==> config.mk <==
export PLATFORM = sky130hd
export DESIGN_NAME = i2c_byte_master_flat
export DESIGN_NICKNAME = d
export VERILOG_FILES = /design/src/rtl/i2c_pkg.sv /design/src/rtl/i2c_byte_master_if.sv /design/src/rtl/i2c_phase_edge.sv /design/src/rtl/i2c_byte_master.sv /design/src/flat_wrapper.sv
export SDC_FILE = /design/constraint.sdc
export NUM_CORES = 1
export LEC_CHECK = 0
export ABC_AREA = 1
export CAP_MARGIN = 20
export CORE_UTILIZATION = 40
export CTS_CLUSTER_DIAMETER = 60
export CTS_CLUSTER_SIZE = 16
export DETAILED_ROUTE_END_ITERATION = 8
export MAX_ROUTING_LAYER = met4
export PLACE_DENSITY = 0.75
export SYNTH_ARGS = -nofsm -noshare
export SYNTH_HDL_FRONTEND = slang
export SYNTH_SLANG_ARGS = --single-unit
==> constraint.sdc <==
create_clock -name clk -period 2.8 [get_ports clk]
set_clock_uncertainty 0.1 [all_clocks]
set_input_delay 0.56 -clock clk [delete_from_list [all_inputs] [get_ports clk]]
set_output_delay 0.56 -clock clk [all_outputs]
set_load 0.02 [all_outputs]
==> src/rtl/i2c_pkg.sv <==
// Shared I2C definitions: sequencer state encoding and default widths,
// used by the byte master and the clock generator.
package i2c_pkg;

    localparam int ADDR_W_DEF = 7;
    localparam int DATA_W_DEF = 8;

    typedef enum logic [3:0] {
        IDLE,
        START,
        ADDR,
        ACK_A,
        WRITE,
        ACK_W,
        READ,
        MACK,
        STOP
    } state_t;

endpackage

==> src/rtl/i2c_byte_master_if.sv <==
// Host handshake plus I2C phase/line signals of the byte master.
// master = the sequencer side, slave = host / clock generator / pad side.
interface i2c_byte_master_if #(
    parameter int ADDR_W = i2c_pkg::ADDR_W_DEF,
    parameter int DATA_W = i2c_pkg::DATA_W_DEF
);
    logic              data_clk;
    logic              sda_in;
    logic              start;
    logic [ADDR_W-1:0] addr;
    logic              rw;
    logic [DATA_W-1:0] wdata;
    logic              scl_not_ena;
    logic              sda_oe;
    logic              busy;
    logic              done;
    logic              ack_err;
    logic [DATA_W-1:0] rdata;

    modport master (
        input  data_clk, sda_in, start, addr, rw, wdata,
        output scl_not_ena, sda_oe, busy, done, ack_err, rdata
    );

    modport slave (
        output data_clk, sda_in, start, addr, rw, wdata,
        input  scl_not_ena, sda_oe, busy, done, ack_err, rdata
    );
endinterface

==> src/rtl/i2c_phase_edge.sv <==
// Edge detector on the clock generator's data_clk phase signal.
// rise/fall are registered single-cycle pulses.
module i2c_phase_edge (
    input  logic clk,
    input  logic rst,
    input  logic data_clk,
    output logic rise,
    output logic fall
);
    logic prev;

    always_ff @(posedge clk) begin
        if (rst) begin
            prev <= 1'b0;
            rise <= 1'b0;
            fall <= 1'b0;
        end else begin
            prev <= data_clk;
            rise <= data_clk & ~prev;
            fall <= ~data_clk & prev;
        end
    end
endmodule

==> src/rtl/i2c_byte_master.sv <==
// Single-byte I2C master: START, addr+R/W, one data byte, ACK/NACK, STOP.
// Read path (READ/MACK) is built only when I2C_MASTER_READ_EN is defined.
module i2c_byte_master
    import i2c_pkg::*;
#(
    parameter int ADDR_W = ADDR_W_DEF,
    parameter int DATA_W = DATA_W_DEF
) (
    input logic               clk,
    input logic               rst,
    i2c_byte_master_if.master bus
);
    localparam int CNT_W = $clog2(DATA_W + 1);

    state_t            state;
    logic              rise, fall;
    logic [ADDR_W:0]   sh;
    logic [DATA_W-1:0] wd;
    logic [CNT_W-1:0]  cnt;
    logic              last;
    logic              scl_not_ena, sda_oe, busy, done, ack_err;
    logic              rw_in;

`ifdef I2C_MASTER_READ_EN
    logic              rw_q;
    logic [DATA_W-1:0] rdata;
    assign rw_in     = bus.rw;
    assign bus.rdata = rdata;
`else
    logic unused_rw;
    assign unused_rw = bus.rw;
    assign rw_in     = 1'b0;
    assign bus.rdata = '0;
`endif

    assign bus.scl_not_ena = scl_not_ena;
    assign bus.sda_oe      = sda_oe;
    assign bus.busy        = busy;
    assign bus.done        = done;
    assign bus.ack_err     = ack_err;

    i2c_phase_edge u_edge (
        .clk      (clk),
        .rst      (rst),
        .data_clk (bus.data_clk),
        .rise     (rise),
        .fall     (fall)
    );

    always_ff @(posedge clk) begin
        if (rst) begin
            state       <= IDLE;
            sh          <= '0;
            wd          <= '0;
            cnt         <= '0;
            last        <= 1'b0;
            scl_not_ena <= 1'b1;
            sda_oe      <= 1'b0;
            busy        <= 1'b0;
            done        <= 1'b0;
            ack_err     <= 1'b0;
`ifdef I2C_MASTER_READ_EN
            rw_q        <= 1'b0;
            rdata       <= '0;
`endif
        end else begin
            done <= 1'b0;
            case (state)
                IDLE: if (bus.start) begin
                    sh      <= {bus.addr, rw_in};
                    wd      <= bus.wdata;
`ifdef I2C_MASTER_READ_EN
                    rw_q    <= bus.rw;
`endif
                    ack_err <= 1'b0;
                    busy    <= 1'b1;
                    state   <= START;
                end
                START: if (fall) begin
                    sda_oe      <= 1'b1;
                    scl_not_ena <= 1'b0;
                    cnt         <= CNT_W'(ADDR_W);
                    last        <= 1'b0;
                    state       <= ADDR;
                end
                // last marks "bit 0 already on the wire"; the next rise releases SDA
                ADDR: if (rise) begin
                    if (last) begin
                        sda_oe <= 1'b0;
                        state  <= ACK_A;
                    end else begin
                        sda_oe <= ~sh[ADDR_W];
                        sh     <= {sh[ADDR_W-1:0], 1'b0};
                        if (cnt == '0) last <= 1'b1;
                        else           cnt  <= cnt - 1'b1;
                    end
                end
                ACK_A: if (fall) begin
                    last <= 1'b0;
                    if (bus.sda_in) begin
                        ack_err <= 1'b1;
                        state   <= STOP;
`ifdef I2C_MASTER_READ_EN
                    end else if (rw_q) begin
                        cnt   <= CNT_W'(DATA_W);
                        state <= READ;
`endif
                    end else begin
                        cnt   <= CNT_W'(DATA_W - 1);
                        state <= WRITE;
                    end
                end
                WRITE: if (rise) begin
                    if (last) begin
                        sda_oe <= 1'b0;
                        state  <= ACK_W;
                    end else begin
                        sda_oe <= ~wd[DATA_W-1];
                        wd     <= {wd[DATA_W-2:0], 1'b0};
                        if (cnt == '0) last <= 1'b1;
                        else           cnt  <= cnt - 1'b1;
                    end
                end
                ACK_W: if (fall) begin
                    if (bus.sda_in) ack_err <= 1'b1;
                    state <= STOP;
                end
`ifdef I2C_MASTER_READ_EN
                READ: if (fall) begin
                    rdata <= {rdata[DATA_W-2:0], bus.sda_in};
                    cnt   <= cnt - 1'b1;
                    if (cnt == CNT_W'(1)) state <= MACK;
                end
                // Single-byte reads always end with a master NACK
                MACK: begin
                    if (rise)      sda_oe <= 1'b0;
                    else if (fall) state  <= STOP;
                end
`endif
                STOP: begin
                    if (rise) begin
                        sda_oe <= 1'b1;
                    end else if (fall) begin
                        sda_oe      <= 1'b0;
                        scl_not_ena <= 1'b1;
                        busy        <= 1'b0;
                        done        <= 1'b1;
                        state       <= IDLE;
                    end
                end
                default: state <= IDLE;
            endcase
        end
    end
endmodule

==> src/flat_wrapper.sv <==
// flat-port wrapper written by rule: the top's interface ports become plain ports
module i2c_byte_master_flat import i2c_pkg::*;
#(
    parameter int ADDR_W = ADDR_W_DEF,
    parameter int DATA_W = DATA_W_DEF
)
  (clk, rst, bus_data_clk, bus_sda_in, bus_start, bus_addr, bus_rw, bus_wdata, bus_scl_not_ena, bus_sda_oe, bus_busy, bus_done, bus_ack_err, bus_rdata);
  i2c_byte_master_if #(.ADDR_W(ADDR_W), .DATA_W(DATA_W)) bus_i ();
  input logic clk;
  input logic rst;
  input wire logic [$bits(bus_i.data_clk)-1:0] bus_data_clk;
  input wire logic [$bits(bus_i.sda_in)-1:0] bus_sda_in;
  input wire logic [$bits(bus_i.start)-1:0] bus_start;
  input wire logic [$bits(bus_i.addr)-1:0] bus_addr;
  input wire logic [$bits(bus_i.rw)-1:0] bus_rw;
  input wire logic [$bits(bus_i.wdata)-1:0] bus_wdata;
  output wire logic [$bits(bus_i.scl_not_ena)-1:0] bus_scl_not_ena;
  output wire logic [$bits(bus_i.sda_oe)-1:0] bus_sda_oe;
  output wire logic [$bits(bus_i.busy)-1:0] bus_busy;
  output wire logic [$bits(bus_i.done)-1:0] bus_done;
  output wire logic [$bits(bus_i.ack_err)-1:0] bus_ack_err;
  output wire logic [$bits(bus_i.rdata)-1:0] bus_rdata;
  assign bus_i.data_clk = bus_data_clk;
  assign bus_i.sda_in = bus_sda_in;
  assign bus_i.start = bus_start;
  assign bus_i.addr = bus_addr;
  assign bus_i.rw = bus_rw;
  assign bus_i.wdata = bus_wdata;
  assign bus_scl_not_ena = bus_i.scl_not_ena;
  assign bus_sda_oe = bus_i.sda_oe;
  assign bus_busy = bus_i.busy;
  assign bus_done = bus_i.done;
  assign bus_ack_err = bus_i.ack_err;
  assign bus_rdata = bus_i.rdata;
  i2c_byte_master #(.ADDR_W(ADDR_W), .DATA_W(DATA_W)) u_core (.clk(clk), .rst(rst), .bus(bus_i));
endmodule
# After elaboration in Yosys (flattened, before gate mapping)

Cells that the tools add are included.

Add/sub/neg operators: 1
Equal/unequal tests: 26
Multiplexer cells: 49
Bitwise operators: 7
Reduce and logical (&&, ||, !) cells: 23

Operator list:

| cell                                                  | number |
|---|---|
| two-way mux 4 bit                                     | 17 |
| two-way mux 8 bit                                     | 6 |
| one-hot mux 8 bit (2 select lines)                    | 2 |
| one-hot mux 4 bit (7 select lines)                    | 1 |
| inequality test 2 bit, second input constant          | 13 |
| AND reduction 4 bit                                   | 5 |
| two-way mux 1 bit                                     | 17 |
| inequality test 2 x 1 -> 1 bit, second input constant | 6 |
| one-hot mux 4 bit (3 select lines)                    | 1 |
| nonzero test 2 bit                                    | 6 |
| AND reduction 10 bit                                  | 1 |
| equality test 4 x 2 -> 1 bit, second input constant   | 2 |
| equality test 4 x 3 -> 1 bit, second input constant   | 2 |
| logical NOT 4 bit                                     | 2 |
| one-hot mux 1 bit (2 select lines)                    | 4 |
| AND reduction 7 bit                                   | 1 |
| OR reduction 2 bit                                    | 3 |
| inverter 1 bit                                        | 5 |
| AND reduction 5 bit                                   | 1 |
| equality test 4 x 1 -> 1 bit, second input constant   | 1 |
| equality test 4 bit, second input constant            | 1 |
| one-hot mux 1 bit (4 select lines)                    | 1 |
| nonzero test 4 bit                                    | 1 |
| subtractor 4 x 1 -> 4 bit, second input constant      | 1 |
| 5 further kinds                                       | 6 |

Flip-flop bits (word level): 33
Bits of input ports: 21
Output and inout port bits: 13
Logic and storage cells: 119

# Longest topological paths before layout

Depth in word-level cells: 5
Gate-level depth with buffers: 10
Gate-level depth less buffers: 10

# Cells and area by module

A second synthesis with hierarchy kept.

Cells, all modules: 287
Area total of the unflattened synthesis: 1843.0 um^2

By module, submodules not included:

| module          | instances | cells an instance | area an instance (um^2) | seq. area each (um^2) |
|---|---|---|---|---|
| i2c_byte_master | 1         | 278               | 1755.4                  | 580.6 |
| i2c_phase_edge  | 1         | 9                 | 87.6                    | 60.1 |

# Worst setup path after synthesis

Ideal clock, no wire load.

Kind: register to register
Start point: register u_core.state[0]
End point: register u_core.wd[5]
Setup time: 0.116 ns
Arrival time: 1.216 ns
Data required time: 2.584 ns
Slack: 1.368 ns
Stages on the path, launching flop included: 8
Buffers on the path: 1
Clock period less this slack: 1.432 ns
Cells stage by stage: dfxtp_1 > nor2_2 > nand3_1 > nand2_1 > nand3_2 > buf_6 > o21ai_1 > a21oi_1

Word-level cells in the longest chain between the ends: 3
Elaborated cells between the ends (all ways): 8
Those cells by class: 4 x eq/ne; 1 x mux; 3 x reduce/logical

RTL lines:

| element                                                                             | RTL line               | source |
|---|---|---|
| from (decl)                                                                         | i2c_byte_master.sv:15  | `state_t state;` |
| from (signal assigned)                                                              | i2c_byte_master.sv:52  | `state <= IDLE;` |
| from (signal assigned)                                                              | i2c_byte_master.sv:77  | `state <= START;` |
| from (signal assigned)                                                              | i2c_byte_master.sv:84  | `state <= ADDR;` |
| equality test 4 x 3 -> 1 bit / logical NOT 4 bit (equally long branches)            | i2c_byte_master.sv:68  | `case (state)` |
| inequality test 2 bit (no source line) / nonzero test 2 bit (equally long branches) | -                      |  |
| AND reduction 4 bit (no source line)                                                | -                      |  |
| to (signal assigned)                                                                | i2c_byte_master.sv:71  | `wd <= bus.wdata;` |
| to (signal assigned)                                                                | i2c_byte_master.sv:119 | `wd <= {wd[DATA_W-2:0], 1'b0};` |
| to (decl)                                                                           | i2c_byte_master.sv:18  | `logic [DATA_W-1:0] wd;` |

Parallel ways exist; a longest one is shown, timed or not.
A chain may end at the register's enable or synchronous reset.

# Worst setup path in the final report

Start point: register u_core.ack_err (netlist: u_core.bus.ack_err)
End point: output port bus_ack_err

RTL lines:

| element                | RTL line               | source |
|---|---|---|
| from (decl)            | i2c_byte_master.sv:21  | `logic scl_not_ena, sda_oe, busy, done, ack_err;` |
| from (signal assigned) | i2c_byte_master.sv:61  | `ack_err <= 1'b0;` |
| from (signal assigned) | i2c_byte_master.sv:75  | `ack_err <= 1'b0;` |
| from (signal assigned) | i2c_byte_master.sv:101 | `ack_err <= 1'b1;` |
| to (decl)              | flat_wrapper.sv:21     | `output wire logic [$bits(bus_i.ack_err)-1:0] bus_ack_err;` |

No word-level cell between the ends.

==> impl_results.md <==
* Seq/Total Area, Yosys at between 30% and 40%
* DR pass1 iterations at 6
* Pwr Total at about 2.3 mW
* Power Density at 1030 nW/um2
* Critical path's top delay family: buffers and inverters
* Synth cell types at 30
* Failing checks: design-rule violations
* Fin crit period at 1.89 ns
* Post-CTS Hold Fix Bufs at 0
* Core area at 4440 um2
* CP startpoint kind: register
* Worst-skew pair later-pin latency at 0.29 ns
* Buf+Inv Stages, Crit Path at 1
* Final Hold Fails at 0
* CP arrival at roughly 1.2 ns
* Max Freq at around 0.53 GHz
* Post-synth EDFFs at 0
* Pin count of the biggest net entering global routing at 19
* First-pass GRT wire length at 6.69 mm
* Most numerous cell in the Yosys netlist: nand2_1
* CTS Buffer Depth at 2
* Max VDD drop at 428 uV
* Post-Synthesis Cells at roughly 280
* Final worst slack at 0.914 ns
* Pre-CTS WS at 0.702 ns
* Crit-path max FO at 2
* Leak at 1.04 nW
* Nets at 331
* Synth Register Bits at 32
* Cts bufs inserted at 5
* TritonCTS Sinks at 32
* Site Rows at 24
* Starting Density at a little over two fifths
* DR DRC count at 3
* Setup TNS at 0 ns
* Die height at 70.5 um
* Total grt overflow at 0
* Setup crit end kind: primary output
* Gpl congestion at 0.978
* Crit share post-route at between 60 and 70%
* CTS Root Cell: clkbuf_8
* Syn_area_per_cell at 6.62 um2
* Post-synth top cells: nand2_1, nor2_1, dfxtp_1
* CP Class: register to primary output
* Ys async rst share at 0%
* Synth-to-layout area growth at 16.8%
* Critical Path RT at 2.14 ns
* Post-synthesis instance area at 1880 um2
* N_diodes at 0
* FILL cells at 466
* DIE WIDTH at roughly 71 um
* Worst-path clk slew at 0.06 ns
* WL/cell at about 11 um
* Initial antenna violation count at 0
* Share of the synthesized area in the top cell type at 34.1%
* Final wirelength at 3.87 mm
* 1st-iter DRT viols at 107
* Status: complete, but fails checks
* Worst Hold Class: register to register
* Unrepaired setup endpoints after global routing: no
* Hpwl dp at 2.88 mm
* CTS tree: done
* Critical-path cell list: clkdlybuf4s50_1
* Antenna violation net count after detailed routing at 0
* Top-level I/O count at 34
* Post-synth top area cell: dfxtp_1
* Layout cells sized above 1 at 12.0%
* Max-capacitance violation count at 0
* Largest cells by area after synthesis: dfxtp_1, nand2_1, nor2_1
* Hold Slack at 0.323 ns
* Reg area at roughly 640 um2
* GRT Total Usage at 17.5%
* I/O Buffers at 24
* H-Tree Depth at 2
* Vias at 1734
* Number of global-route vias before repair at 1516
* Via density at 4.80
* CP max-delay cell: clkdlybuf4s50_1
* Slew Limit Fails at 0
* Multi-input combinational cell area at 1040 um2
* Final setup violation count at 0
* Yosys warns at 0
* Final core occ at 49.4%
* Worst path max stage delay at 0.60 ns
* Gates resized, CTS repair at 0
* Total die area at between 4000 and 5000 um2
* Post-synth top flop: dfxtp_1
* Post-CTS setup buffer count at 0
-- cell usage in the layout, fill, tap and decap left out --
cell type / netlist / layout
nand2_1: 67 / 67
nor2_1: 47 / 47
dfxtp_1: 32 / 32
inv_1: 26 / 26
clkdlybuf4s50_1: 0 / 24
o21ai_0: 21 / 21
nand3_1: 19 / 19
a21oi_1: 10 / 10
o21ai_1: 9 / 9
conb_1: 1 / 8
inv_2: 7 / 7
nor2_2: 7 / 7
nor2_4: 5 / 5
clkbuf_8: 0 / 5
nor3_1: 3 / 3
nand3b_1: 2 / 2
nand3_2: 2 / 2
nand2_4: 2 / 2
nand2_2: 2 / 2
nand3_4: 1 / 1
nand2_8: 1 / 1
o21ai_2: 1 / 1
xor2_1: 1 / 1
a21oi_2: 1 / 1
xnor2_1: 1 / 1
o21ai_4: 1 / 1
ha_1: 1 / 1
clkbuf_1: 1 / 1
clkinv_2: 0 / 1
buf_4: 8 / 1
-- metrics by stage --
step           std cells  cell area [um2]
3_5_place_dp         354             2120
5_1_grt              361             2190
4_1_cts              361             2190
3_3_place_gp         354             2120
2_1_floorplan        291             1910
6_report             361             2190
-- cell families after synthesis --
logic type | synth area share, %
AO/OA/AOI/OAI | 12.5
AND/OR/NAND/NOR | 39.7
buffers and inverters | 12.0
adder cells (fa/ha/maj) | 0.666
XOR/XNOR | 0.932
flip-flops | 34.1
other | 0.200
-- sequential cells by signal, indices dropped and copies added, names as in the netlist, 4 cells and up --
| name | count |
|---|---|
| u_core.wd | 8 |
| u_core.sh | 7 |
| u_core.cnt | 4 |
| u_core.state | 4 |
-- worst register-to-register path: stages (launching register included) --
cell	delay, ns
dfxtp_1	0.37
nor2_2	0.33
nand3_1	0.15
nand2_1	0.10
nand3_2	0.23
inv_1	0.15
nand2_1	0.06
o21ai_0	0.07
nor2_1	0.05
-- report_power, final --
group          switching (mW)  internal (mW)  leakage (nW)
Clock                   0.168          0.169        0.0410
Sequential             0.0965          0.621         0.264
Combinational           0.783          0.425         0.731
Total                    1.05           1.21          1.04
-- metal layers --
layer | GRT usage [%] | routed length [um] | vias to the layer above
met5 | - | 0 | -
met4 | 8.00 | 87 | 0
met3 | 3.42 | 178 | 12
met2 | 27.9 | 1740 | 45
met1 | 21.4 | 1860 | 753
li1 | - | - | 924
-- worst paths after layout --
path | startpoint | endpoint | slack (ns) | cells past startpoint
worst max-delay path | u_core.bus.ack_err | bus_ack_err | 0.91 | 1
worst min-delay path | u_core.u_edge.prev | u_core.u_edge.rise | 0.32 | 1
worst max register to register | u_core.state[0] | u_core.wd[0] | 1.08 | 8
worst min register to register | u_core.u_edge.prev | u_core.u_edge.rise | 0.32 | 1
-- area by class of cell --
class | instances | share of cell area (%)
multi-input cells | 212 | 47.4
flip-flops and latches | 32 | 29.2
repair buffers | 25 | 11.3
inverters | 33 | 5.64
clock buffers | 6 | 3.31
well taps | 52 | 2.96
clock inverters | 1 | 0.228
Power figures use the tool's default switching activity.
